File: config.mk
export PLATFORM = sky130hd
export DESIGN_NAME = match_timer
export DESIGN_NICKNAME = d
export VERILOG_FILES = /design/src/rtl/match_timer_pkg.sv /design/src/rtl/match_timer_bcd_incr2.sv /design/src/rtl/match_timer.sv
export SDC_FILE = /design/constraint.sdc
export NUM_CORES = 1
export LEC_CHECK = 0
export CAP_MARGIN = 20
export CORE_ASPECT_RATIO = 1.4
export CORE_MARGIN = 2
export CORE_UTILIZATION = 40
export DETAILED_ROUTE_END_ITERATION = 8
export SYNTH_ARGS = -nofsm -noshare
export SYNTH_HDL_FRONTEND = slang
export SYNTH_HIERARCHICAL = 1
export SYNTH_SLANG_ARGS = --single-unit
File: constraint.sdc
create_clock -name clk -period 3.4 [get_ports clk]
set_input_delay 0.34 -clock clk [delete_from_list [all_inputs] [get_ports clk]]
set_output_delay 0.34 -clock clk [all_outputs]
set_load 0.01 [all_outputs]
File: src/rtl/match_timer_pkg.sv
// Shared game package: timer state encoding, timing defaults
// and the top-level game state constants.
package match_timer_pkg;

    typedef enum logic [1:0] {
        ST_IDLE    = 2'd0,
        ST_RUN     = 2'd1,
        ST_HOLD    = 2'd2,
        ST_EXPIRED = 2'd3
    } timer_state_t;

    localparam int          FRAMES_PER_SEC_DEF = 60;
    localparam logic [7:0]  MAX_TIME_BCD_DEF   = 8'h99;

    localparam logic [1:0]  GS_MENU = 2'd0;
    localparam logic [1:0]  GS_PLAY = 2'd1;
    localparam logic [1:0]  GS_OVER = 2'd2;

endpackage

File: src/rtl/match_timer_bcd_incr2.sv
// Two-digit BCD +1; saturates at 99 and flags it.
// Pure combinational so the score display can reuse it.
module bcd_incr2 (
    input  logic [7:0] i_val,
    output logic [7:0] o_val,
    output logic       o_sat
);

    // Ones digit rolls 9->0 with carry into tens; 99 holds.
    always_comb begin
        o_sat = (i_val == 8'h99);
        o_val = i_val;
        if (!o_sat) begin
            if (i_val[3:0] >= 4'd9) begin
                o_val[3:0] = 4'd0;
                o_val[7:4] = i_val[7:4] + 4'd1;
            end else begin
                o_val[3:0] = i_val[3:0] + 4'd1;
            end
        end
    end

endmodule

File: src/rtl/match_timer.sv
// Elapsed match timer: counts frame ticks into BCD seconds,
// freezes on game over, expires at the terminal time.
module match_timer
    import match_timer_pkg::*;
#(
    parameter int         FRAMES_PER_SEC = FRAMES_PER_SEC_DEF,
    parameter logic [7:0] MAX_TIME_BCD   = MAX_TIME_BCD_DEF
) (
    input  logic       clk,
    input  logic       rst,
    input  logic       frame_tick,
    input  logic       game_start,
    input  logic       game_over,
    input  logic       clear,
    output logic [7:0] time_counter,
    output logic       second_pulse,
    output logic       time_up,
    output logic       running
);

    localparam int FW = (FRAMES_PER_SEC > 1) ? $clog2(FRAMES_PER_SEC) : 1;

    timer_state_t  r_state;
    timer_state_t  w_state_nx;
    logic [FW-1:0] r_frame;
    logic [FW-1:0] w_frame_nx;
    logic [7:0]    r_time;
    logic [7:0]    w_time_nx;
    logic          r_pulse;
    logic          w_pulse_nx;
    logic          r_running;
    logic          r_time_up;
    logic [7:0]    w_inc;
    logic          w_sat;
    logic          w_last;

    bcd_incr2 u_incr (
        .i_val (r_time),
        .o_val (w_inc),
        .o_sat (w_sat)
    );

    assign w_last = (r_frame == FW'(FRAMES_PER_SEC - 1));

    // Next state and counters; clear > game_over > second > start.
    always_comb begin
        w_state_nx = r_state;
        w_frame_nx = r_frame;
        w_time_nx  = r_time;
        w_pulse_nx = 1'b0;
        unique case (r_state)
            ST_IDLE: begin
                w_frame_nx = '0;
                w_time_nx  = 8'h00;
                if (!clear && !game_over && game_start)
                    w_state_nx = ST_RUN;
            end
            ST_RUN: begin
                if (clear) begin
                    w_state_nx = ST_IDLE;
                    w_frame_nx = '0;
                    w_time_nx  = 8'h00;
                end else if (game_over) begin
                    w_state_nx = ST_HOLD;
                end else if (frame_tick) begin
                    if (w_last) begin
                        w_frame_nx = '0;
                        w_time_nx  = w_inc;
                        w_pulse_nx = 1'b1;
                        if (w_inc == MAX_TIME_BCD || w_sat)
                            w_state_nx = ST_EXPIRED;
                    end else begin
                        w_frame_nx = r_frame + 1'b1;
                    end
                end
            end
            ST_HOLD, ST_EXPIRED: begin
                if (clear) begin
                    w_state_nx = ST_IDLE;
                    w_frame_nx = '0;
                    w_time_nx  = 8'h00;
                end
            end
        endcase
    end

    // State, counters and registered status outputs.
    always_ff @(posedge clk or posedge rst) begin
        if (rst) begin
            r_state   <= ST_IDLE;
            r_frame   <= '0;
            r_time    <= 8'h00;
            r_pulse   <= 1'b0;
            r_running <= 1'b0;
            r_time_up <= 1'b0;
        end else begin
            r_state   <= w_state_nx;
            r_frame   <= w_frame_nx;
            r_time    <= w_time_nx;
            r_pulse   <= w_pulse_nx;
            r_running <= (w_state_nx == ST_RUN);
            r_time_up <= (w_state_nx == ST_EXPIRED);
        end
    end

    assign time_counter = r_time;
    assign second_pulse = r_pulse;
    assign time_up      = r_time_up;
    assign running      = r_running;

endmodule

# ---- Yosys cells after proc, flatten, opt, wreduce, memory -nomap -nowiden
# Index checks and enable logic that the tools add are counted.
dict set report totals {
  reg_bits 19
  wordCells 59
}
dict set report classes {
  n_addsub 3
  n_lt_le_gt_ge 1
  n_eq_ne 12
  mux 28
  reduce_logical 9
}
# cell n
set op_table {}
lappend op_table {{$mux W8} 6}
lappend op_table {{$mux W6} 5}
lappend op_table {{$pmux W8 S3} 1}
lappend op_table {{$pmux W6 S3} 1}
lappend op_table {{$eq A8 B8 Y1 const B} 2}
lappend op_table {{$mux W2} 7}
lappend op_table {{$ne A3 B3 Y1 const B} 3}
lappend op_table {{$add A4 B1 Y4 const B} 2}
lappend op_table {{$mux W4} 2}
lappend op_table {{$add A6 B1 Y6 const B} 1}
lappend op_table {{$eq A2 B2 Y1 const B} 3}
lappend op_table {{$eq A6 B6 Y1 const B} 1}
lappend op_table {{$pmux W2 S3} 1}
lappend op_table {{$mux W1} 5}
lappend op_table {{$eq A2 B1 Y1 const B} 2}
lappend op_table {{$ge A4 B4 Y1 const B} 1}
lappend op_table {{$reduce_and A4 Y1} 1}
lappend op_table {{$reduce_and A3 Y1} 1}
lappend op_table {{$logic_and A1 B1 Y1} 2}
lappend op_table {{$logic_not A1 Y1} 2}
lappend op_table {{$logic_not A2 Y1} 1}
lappend op_table {{$ne A2 B2 Y1 const B} 1}
lappend op_table {{$reduce_or A2 Y1} 1}
lappend op_table {{$logic_or A1 B1 Y1} 1}

# ---- Longest topological paths before layout
# Gate-level depths: netlist of run 1.
dict set report logic_depth {
  ltp_word 12
  depth_mapped 9
  ltp_nobuf 9
}

# ---- Modules after synthesis
# The synthesis of run 1 kept the hierarchy.
# module instances cells_per_inst area_each_um2 seq_area_each_um2
set modules_own_cells {}
lappend modules_own_cells {match_timer 1 93 960.9 475.5}
lappend modules_own_cells {bcd_incr2 1 31 237.7 0.0}

# ---- Least setup slack after synthesis of run 1
# OpenSTA, ideal clock, no wires.
dict set report synth_path {
  kind {reg-to-reg}
  startpoint {reg r_time[0] (netlist: time_counter[0])}
  endpoint {reg r_time_up (netlist: time_up)}
  setup_ns 0.073
  t_arrival_ns 2.260
  required_time_ns 3.327
  path_slack_ns 1.067
  stages_incl_launch_ff 10
  n_path_buf 0
  cell_sequence {dfrtp_1 > inv_1 > ha_1 > nor3b_2 > nor3b_1 > mux2_2 > nor4bb_1 > a21oi_1 > o32ai_1 > nor2b_1}
}
dict set report synth_via {
  elab_chain_len 12
  word_cells_on_any_way 15
  cone_classes {add/sub: 1; order compare: 1; eq/ne: 3; mux: 9; reduce/logical: 1}
}
# element line
set synth_lines {}
lappend synth_lines {{from (decl)} match_timer.sv:27} ;# logic [7:0] r_time;
lappend synth_lines {{from (signal assigned)} match_timer.sv:99} ;# r_time <= w_time_nx;
lappend synth_lines {{$ge A4 B4 Y1} match_timer_bcd_incr2.sv:14} ;# if (i_val[3:0] >= 4'd9) begin
lappend synth_lines {{$mux W4} match_timer_bcd_incr2.sv:14}
lappend synth_lines {{$mux W8 *} match_timer_bcd_incr2.sv:13} ;# if (!o_sat) begin
lappend synth_lines {{via w_inc[6]} match_timer.sv:33} ;# logic [7:0] w_inc;
lappend synth_lines {{$eq A8 B8 Y1 *} match_timer.sv:70} ;# if (w_inc == MAX_TIME_BCD || w_sat)
lappend synth_lines {{$logic_or A1 B1 Y1 *} match_timer.sv:70}
lappend synth_lines {{$mux W2 *} match_timer.sv:70}
lappend synth_lines {{$mux W2 *} match_timer.sv:66} ;# if (w_last) begin
lappend synth_lines {{$mux W2 *} match_timer.sv:65} ;# end else if (frame_tick) begin
lappend synth_lines {{$mux W2 *} match_timer.sv:63} ;# end else if (game_over) begin
lappend synth_lines {{$mux W2 *} match_timer.sv:59} ;# if (clear) begin
lappend synth_lines {{$pmux W2 S3 *} match_timer.sv:51} ;# unique case (r_state)
lappend synth_lines {{via w_state_nx[1]} match_timer.sv:24} ;# timer_state_t w_state_nx;
lappend synth_lines {{$eq A2 B2 Y1 *} match_timer.sv:102} ;# r_time_up <= (w_state_nx == ST_EXPIRED);
lappend synth_lines {{to (signal assigned)} match_timer.sv:102}
lappend synth_lines {{to (decl)} match_timer.sv:32} ;# logic r_time_up;
# The timed path passes the listed nets; every way through them passes the cells marked *.
# A chain may end at the register's enable or synchronous reset.

# ---- Worst setup path in the final report of run 1
# Ends and elaborated chain as after synthesis.

==> results of run 1 <==
metrics by stage:
stage	hold WS [ns]	cell area (um2)	cells	worst slack, ns	power, mW
2_1_floorplan	0.2911	1199	124	1.067	0.2694
3_3_place_gp	0.5503	1386	175	0.9563	0.2840
3_5_place_dp	0.5577	1386	175	0.7907	0.2847
4_1_cts	0.5408	1431	179	0.7511	0.4452
5_1_grt	0.5821	1431	179	0.5632	0.4586
6_report	0.5227	1431	179	0.7339	0.4348
Yosys cell counts (2+ instances only):
master and instances:
o211ai_1 3, or3_1 2, mux2i_1 9, nand2_1 11, dfrtp_1 19, nor4bb_1 2
o21ai_1 2, o31ai_1 3, a31oi_1 2, xor2_1 2, o21ai_0 3, nand3_1 2
inv_1 19, nor2b_1 2, nor3_1 2, a21oi_1 10, nor2_1 3, ha_1 6
a211o_1 2, nand2b_1 2
placed cells by master, fill, tap and decap left out, drive strengths merged, types with 4 or more instances in the layout:
cell type,synthesis,layout
clkbuf,0,4
ha,6,6
inv,19,19
o21ai,5,5
a21oi,10,10
dfrtp,19,19
clkdlybuf4s50,0,16
nand2,11,11
mux2i,9,9
cell type report:
| type | instances | area share |
|---|---|---|
| sequential | 19 | 0.3322 |
| inverter | 19 | 0.04983 |
| multi-input combinational | 84 | 0.4423 |
| clock buffer | 4 | 0.03147 |
| tap | 37 | 0.03234 |
| timing repair buffer | 16 | 0.1119 |
sequential cells by signal (all words and copies together) (netlist names):
signal	cells
running	1
r_state	2
time_up	1
time_counter	8
r_frame	6
second_pulse	1
power groups by stage:
stage	sequential, mW	clock (mW)	combinational (mW)
global route	0.234	0.173	0.0519
finish	0.233	0.155	0.0463
global placement	0.237	0	0.0465
CTS	0.233	0.165	0.0472
floorplan	0.238	0	0.0319
detailed placement	0.238	0	0.0470
layer usage:
| layer | wire length (um) | track usage | vias to the layer above |
|---|---|---|---|
| li1 | - | - | 471 |
| met1 | 1077 | 0.1743 | 453 |
| met2 | 1285 | 0.3092 | 24 |
| met3 | 83 | 0.02586 | 4 |
| met4 | 40 | 0.07986 | 0 |
| met5 | 0 | 0 | - |
worst max-delay path, delay by kind of cell (launching register included):
| kind | cells | cell delay, ns |
|---|---|---|
| mux | 1 | 0.38 |
| fa+ha+maj | 1 | 0.20 |
| compound gates | 2 | 0.51 |
| flops | 1 | 0.47 |
| buf+inv | 1 | 0.08 |
| simple gates | 4 | 0.96 |
how the worst max path moves through the flow:
stage	start	to	slack [ns]	cells past startpoint
5_1_grt	time_counter[1]	time_up	0.56	9
3_5_place_dp	time_counter[0]	time_up	0.79	9
2_1_floorplan	time_counter[0]	time_up	1.07	9
4_1_cts	time_counter[0]	time_up	0.75	9
6_report	time_counter[0]	time_up	0.73	9
3_3_place_gp	time_counter[0]	time_up	0.96	9
cell families (layout without fill, tap and decap cells):
family / count (synthesis) / in the layout / synth area share
AND/OR/NAND/NOR: 35 / 35 / 0.1837
multiplexers: 10 / 10 / 0.08455
buffers and inverters: 21 / 39 / 0.07516
adder cells (fa/ha/maj): 6 / 6 / 0.06263
AO/OA/AOI/OAI: 30 / 30 / 0.1754
flip-flops: 19 / 19 / 0.3967
XOR/XNOR: 3 / 3 / 0.02192
==> results summary, run 1 <==
During I/O placement, the number of pins put on the boundary was 17. In this run the number of H-tree levels came out at 1. The leftover overflow at the end of global routing is 0.

The timing-limited maximum frequency came out at 375.1 MHz. The final layout contains 155 nets. The period utilization came out at 0.7842. The worst register-to-register path ends at time_up. Setup repair after global routing left no endpoint under its margin. The placer's final routability congestion estimate came out at between 0.8 and 0.9.

The root buffer cell is clkbuf_8. At the worst endpoint, the arrival time is 2.85 ns. The count of hold-fix buffers inserted at cts came out at 0. Counting along the longest clock path gives a buffer depth of 2. The number of nets with antenna violations after routing came out at 0. The tree built by TritonCTS fans out to 19 sinks.

STA classifies the critical path startpoint as a flip-flop. Clock latency on the worst-skew pair, taken at its later pin, is 0.25 ns. The maximum single-stage delay on the critical path came out at around 0.47 ns. For this run, the detailed router's first-pass iteration total came to 4. The fraction of the yosys area taken by sequential cells came out at 0.3967. Of the total power, the share spent switching nets is 0.2358. The utilization of the core after routing is 0.5024. From left edge to right edge, the die measures 50.27 um.

The number of distinct library cell variants in the gate-level netlist after synthesis came out at 38. The maximum number of pins on one net before global-route repair is 20. Synthesis produced 124 cells. Counting the buffers created by CTS gives 3. After clock tree synthesis, the clock-pin slew on the worst setup and hold paths is 0.07 ns. The transition at the pin with the smallest max-transition slack came out at between 0.7 and 0.8 ns. The core region is approximately 0.0028 mm2. The reg-to-reg setup timing slack came out at 0.73 ns. STA puts the critical path data required time at 3.58 ns.

The filler cell count came out at 276. Of all flip-flops after synthesis, the portion carrying an async set or reset was 1.000. Of the cells placed in the final design, the portion with a size suffix greater than 1 is 0.07042. The HPWL after detailed placement is between 1500 and 2000 um. The mapped cell area came out at 0.001199 mm2. The share of total power dissipated in sequential elements is 0.537.

The final-layout setup total negative slack is 0 ns. The initial cell density of the core came out at 0.4207. The buffers inserted during post-CTS setup optimization is 0. The die covers 0.003457 mm2.

The max-slew violation count is 0. The final count of negative-setup-slack endpoints came out at 0. The leakage dissipation is 0.6009 nW.

The average wire length per cell after detail routing is 13.89 um. The floorplan has 23 rows. The via count is ~950. The fraction of synthesized cell area taken by the top area cell type came out at 0.3967.

The logic gate share of total power is 0.106. In this run, synthesis produced a sequential element count of 19. TritonCTS built the clock tree. The number of nets handed over by synthesis was ~140. Yosys mapped a number of flops with a built-in enable equal to 0. The worst-path cell with the longest stage delay is dfrtp_1. The via count of the first global-routing pass is 962. The global-route total usage across every layer is 0.1630.

The die boundary height came out at ~70 um. In this run the worst hold path is classified as in2async. STA classifies the critical path endpoint as a flip-flop. Using the TritonRoute via totals, the vias-per-cell ratio works out to 5.318. The shortest clock period the worst path allows after layout is 2.666 ns.

Yosys attributes the largest share of cell area to dfrtp_1 (40%), mux2i_1 (7.5%), ha_1 (6.3%). The number of remaining DRC errors is 0. The warning count from the yosys run came out at 6.

The internal power consumption came out at 332.3 uW. The largest fanout on the critical path is 8. The number of inserted diodes came out at 0.

The clock skew came out at 0.003573 ns. The aggregate routed wire length is between 2000 and 2500 um. For this block, the initial DRC count from the detailed router was 24. The hold violation count in the final report is 0. The largest total area in the synthesized netlist belongs to dfrtp_1. The post-cts sizing count is 0. The critical path in this run is classified as reg2reg.

The area used by multi-input combinational logic came out at approximately 630 um2. The number of buffer cells added on primary ports came out at 16. Walking the worst path, the cells encountered are inv_1 -> ha_1 -> nor3b_2 -> nor3b_1 -> mux2_2 -> nor4bb_1 -> a21oi_1 -> o32ai_1 -> nor2b_1. The total of max-cap violations came out at 0. The worst register-to-register path begins at time_counter[0]. The run finished with clean final reports. The total area of sequential cells is about 480 um2. The worst max-slew margin expressed relative to the limit came out at 0.4892.

Power spread over the standard cell area amounts to 303.8 mW/mm2. The area growth from synthesis to layout is 19.42%. In the synthesized netlist the dominant register cell turns out to be dfrtp_1. The maximum vdd drop is 0.1850 mV. The initial antenna violation count came out at 0. The first global-routing pass estimated approximately 4200 um of wire. The worst reg-to-reg path cell count is 9. The mean area per synthesized cell is 9.667 um2. The net switching component of the power is 102.5 uW.

The clock share of power is 0.357.
Power figures use the tool's default switching activity.
==> run 2, diff against run 1 <==
Clock period 3.4 ns to 2.3 ns, I/O delays scaled along.
==> results summary, run 2 (synthesis gave the netlist of run 1 again) <==
The largest fanout on the critical path is 3 (-5). The class of the tightest hold or removal check is in2async. The maximum vdd drop is 0.2030 mV (+9.7%). The placed wire-length estimate is 1877 um (+2.4%). The internal power consumption is 511.0 uW (+54%).

The final worst-path setup slack came out at -0.07984 ns (-0.8137 ns). The hold violation count in the final report is 0 (unchanged). By startpoint and endpoint, the worst setup path is classified as reg2reg. The placer's final routability congestion estimate is 0.8208 (-1.5%). The layout overhead on the synthesized area came out at 44.47%. The count of hold-fix buffers inserted at cts is 0 (unchanged). Setup repair after global routing could not meet its margin everywhere. The die boundary height came out at 68.77 um (unchanged). The count of placed standard cells in the final layout, fillers left out came out at 204 (+14%). The max-slew violation count is 0 (unchanged). The maximum single-stage delay on the critical path came out at 0.42 ns (-0.05 ns). The total of max-cap violations came to 0 (unchanged). The leakage dissipation came out at 0.7470 nW (+24%).

The proportion of total power due to net switching is 0.2455 (+0.009715). The logic gate share of total power is 0.145 (+0.039). The cell sitting at the root of the clock tree is a clkbuf_8. The I/O pin count is 17 (unchanged). The average wire length per cell after detail routing is 14.08 um (+1.4%). The detailed-routing iteration count for the pre-antenna-repair pass was 4 (unchanged). The checks that failed: negative setup slack. The via count of the first global-routing pass came out at 1008 (+4.8%).

The number of nets with antenna violations after routing is 0 (unchanged). The initial cell density of the core is 0.4207 (unchanged). The clock skew is 0.002228 ns (-0.001345 ns). The starting DRC count in detailed routing is 40 (+67%).

The worst setup path is captured at a flip-flop. The transition at the pin with the smallest max-transition slack came out at 0.7669 ns (+0.001478 ns). The worst max-slew margin expressed relative to the limit came out at 0.4882 (-0.0009860). The share of post-route cells with drive strength above 1 is 0.2994 (+0.2290). The endpoint required time on the critical path is 2.49 ns (-1.09 ns).

The aggregate routed wire length came out at 2872 um (+16%). The number of placement rows came out at 23 (unchanged). The total placed cells including tap cells came out at 188 (+7.4%). The maximum clock path buffer count came to 2 (unchanged). The worst setup slack before clock tree synthesis is -0.2514 ns (-1.042 ns). The type of element launching the critical path is a flip-flop. The maximum number of pins on one net before global-route repair came out at 20 (unchanged). For this design, the slowest cell found on the critical path is dfrtp_2. The buffers plus inverters on the worst setup path is 2 (+1). The number of buffer cells added on primary ports is 16 (unchanged).

The signal arrival time at the worst endpoint is 2.57 ns (-0.28 ns). The chip width is 50.27 um (unchanged). The sequential fraction of design power is 0.509 (-0.028). The later-pin clock latency in the skew report came to 0.25 ns (about the same). The clock sink total is 19 (unchanged). The net switching component of the power came to 166.3 uW (+62%). Leaving out fill and tap cells, the most frequent cell in the layout is buf_4. The timing-limited maximum frequency is 420.2 MHz (+12%).

The area of the die is 0.003457 mm2 (unchanged). The via count is 1033 (+8.5%). The period utilization is 1.035 (+0.2506). The initial antenna violation count came out at 0 (unchanged). The cell family contributing the most delay on the critical path is simple AND/OR/NAND/NOR gates.

Leaving out fill and tap cells, the most frequent cells in the layout are buf_4 (24), dfrtp_1 (18), inv_1 (17). The mean number of vias per cell is 5.064 (-4.8%). The number of inserted diodes came out at 0 (unchanged). The clock slew seen by the registers of the worst setup and hold paths was 0.07 ns (about the same).

The number of remaining DRC errors is 0 (unchanged). TritonCTS built the clock tree. The total clock buffers created by CTS came to 3 (unchanged).

The utilization of the core after routing came out at 0.6078 (+0.1054). The first-pass GRT wire length came out at 4616 um (+9.3%). Walking the worst path, the cells encountered are inv_2 -> ha_4 -> nor3b_4 -> buf_6 -> nor3_2 -> xor2_1 -> nor4bb_4 -> a21oi_2 -> o32ai_2 -> nor2b_2.

The final count of negative-setup-slack endpoints is 3 (+3). The global-route total usage across every layer was 0.1775 (+0.01452). The power density of the placed cells is 391.1 mW/mm2 (+29%). The shortest clock period the worst path allows after layout came out at 2.380 ns (-0.2863 ns). The run finished, with violations left.

The core area is 0.002849 mm2 (unchanged). The flip-flop count of the largest register, all copies and words added is 8 (unchanged). The maximum level of the CTS H-tree came out at 1 (unchanged).

The leftover overflow at the end of global routing came out at 0 (unchanged). The number of nets in the finished design is 180 (+16%). The clock share of power is 0.346 (-0.011).
## run 2: repair_timing
item | CTS | global route
resized for setup | 12 | 9
buffers inserted | 11 | 1
endpoints found under the setup margin | 3 | 3
pin swaps | 6 | 9
## run 2: power groups by stage
| stage | Sequential [mW] | Combinational, mW | Clock [mW] |
|---|---|---|---|
| 2_1_floorplan | 0.351 | 0.0472 | 0 |
| 3_3_place_gp | 0.350 | 0.0789 | 0 |
| 3_5_place_dp | 0.350 | 0.0801 | 0 |
| 4_1_cts | 0.344 | 0.0941 | 0.240 |
| 5_1_grt | 0.345 | 0.107 | 0.260 |
| 6_report | 0.345 | 0.0982 | 0.235 |
## run 2: metrics by stage
stage	area [um2]	TNS (ns)	total power, mW	hold slack [ns]
3_5_place_dp	1485	-0.5858	0.4305	0.5456
6_report	1732	-0.1324	0.6773	0.4095
5_1_grt	1732	-0.4580	0.7127	0.4665
2_1_floorplan	1200	0	0.3985	0.1811
4_1_cts	1680	0	0.6777	0.4221
3_3_place_gp	1485	-0.1265	0.4293	0.5437
## run 2: worst paths after layout
kind | cells past startpoint | to | start | slack, ns
max in group asynchronous | 2 | time_counter[0] | rst | 1.37
max reg2reg | 10 | time_up | time_counter[0] | -0.08
min in group clk | 2 | r_frame[1] | r_frame[1] | 0.56
min | 2 | time_up | rst | 0.41
max | 10 | time_up | time_counter[0] | -0.08
min reg2reg | 2 | r_frame[1] | r_frame[1] | 0.56
## run 2: per-layer routing
metal / routed length (um) / GRT usage / up-vias
met5: 0 / 0 / -
met4: 53 / 0.06250 / 0
met3: 95 / 0.01940 / 8
met2: 1505 / 0.3289 / 23
met1: 1219 / 0.2114 / 479
li1: - / - / 523
## run 2: area by class of cell
class                   instances  area [um2]
repair buffers                 41       351.6
well taps                      37       46.29
multi-input cells              84       740.7
fillers                       232        1117
inverters                      19       71.32
flip-flops and latches         19       476.7
clock buffers                   4       45.04
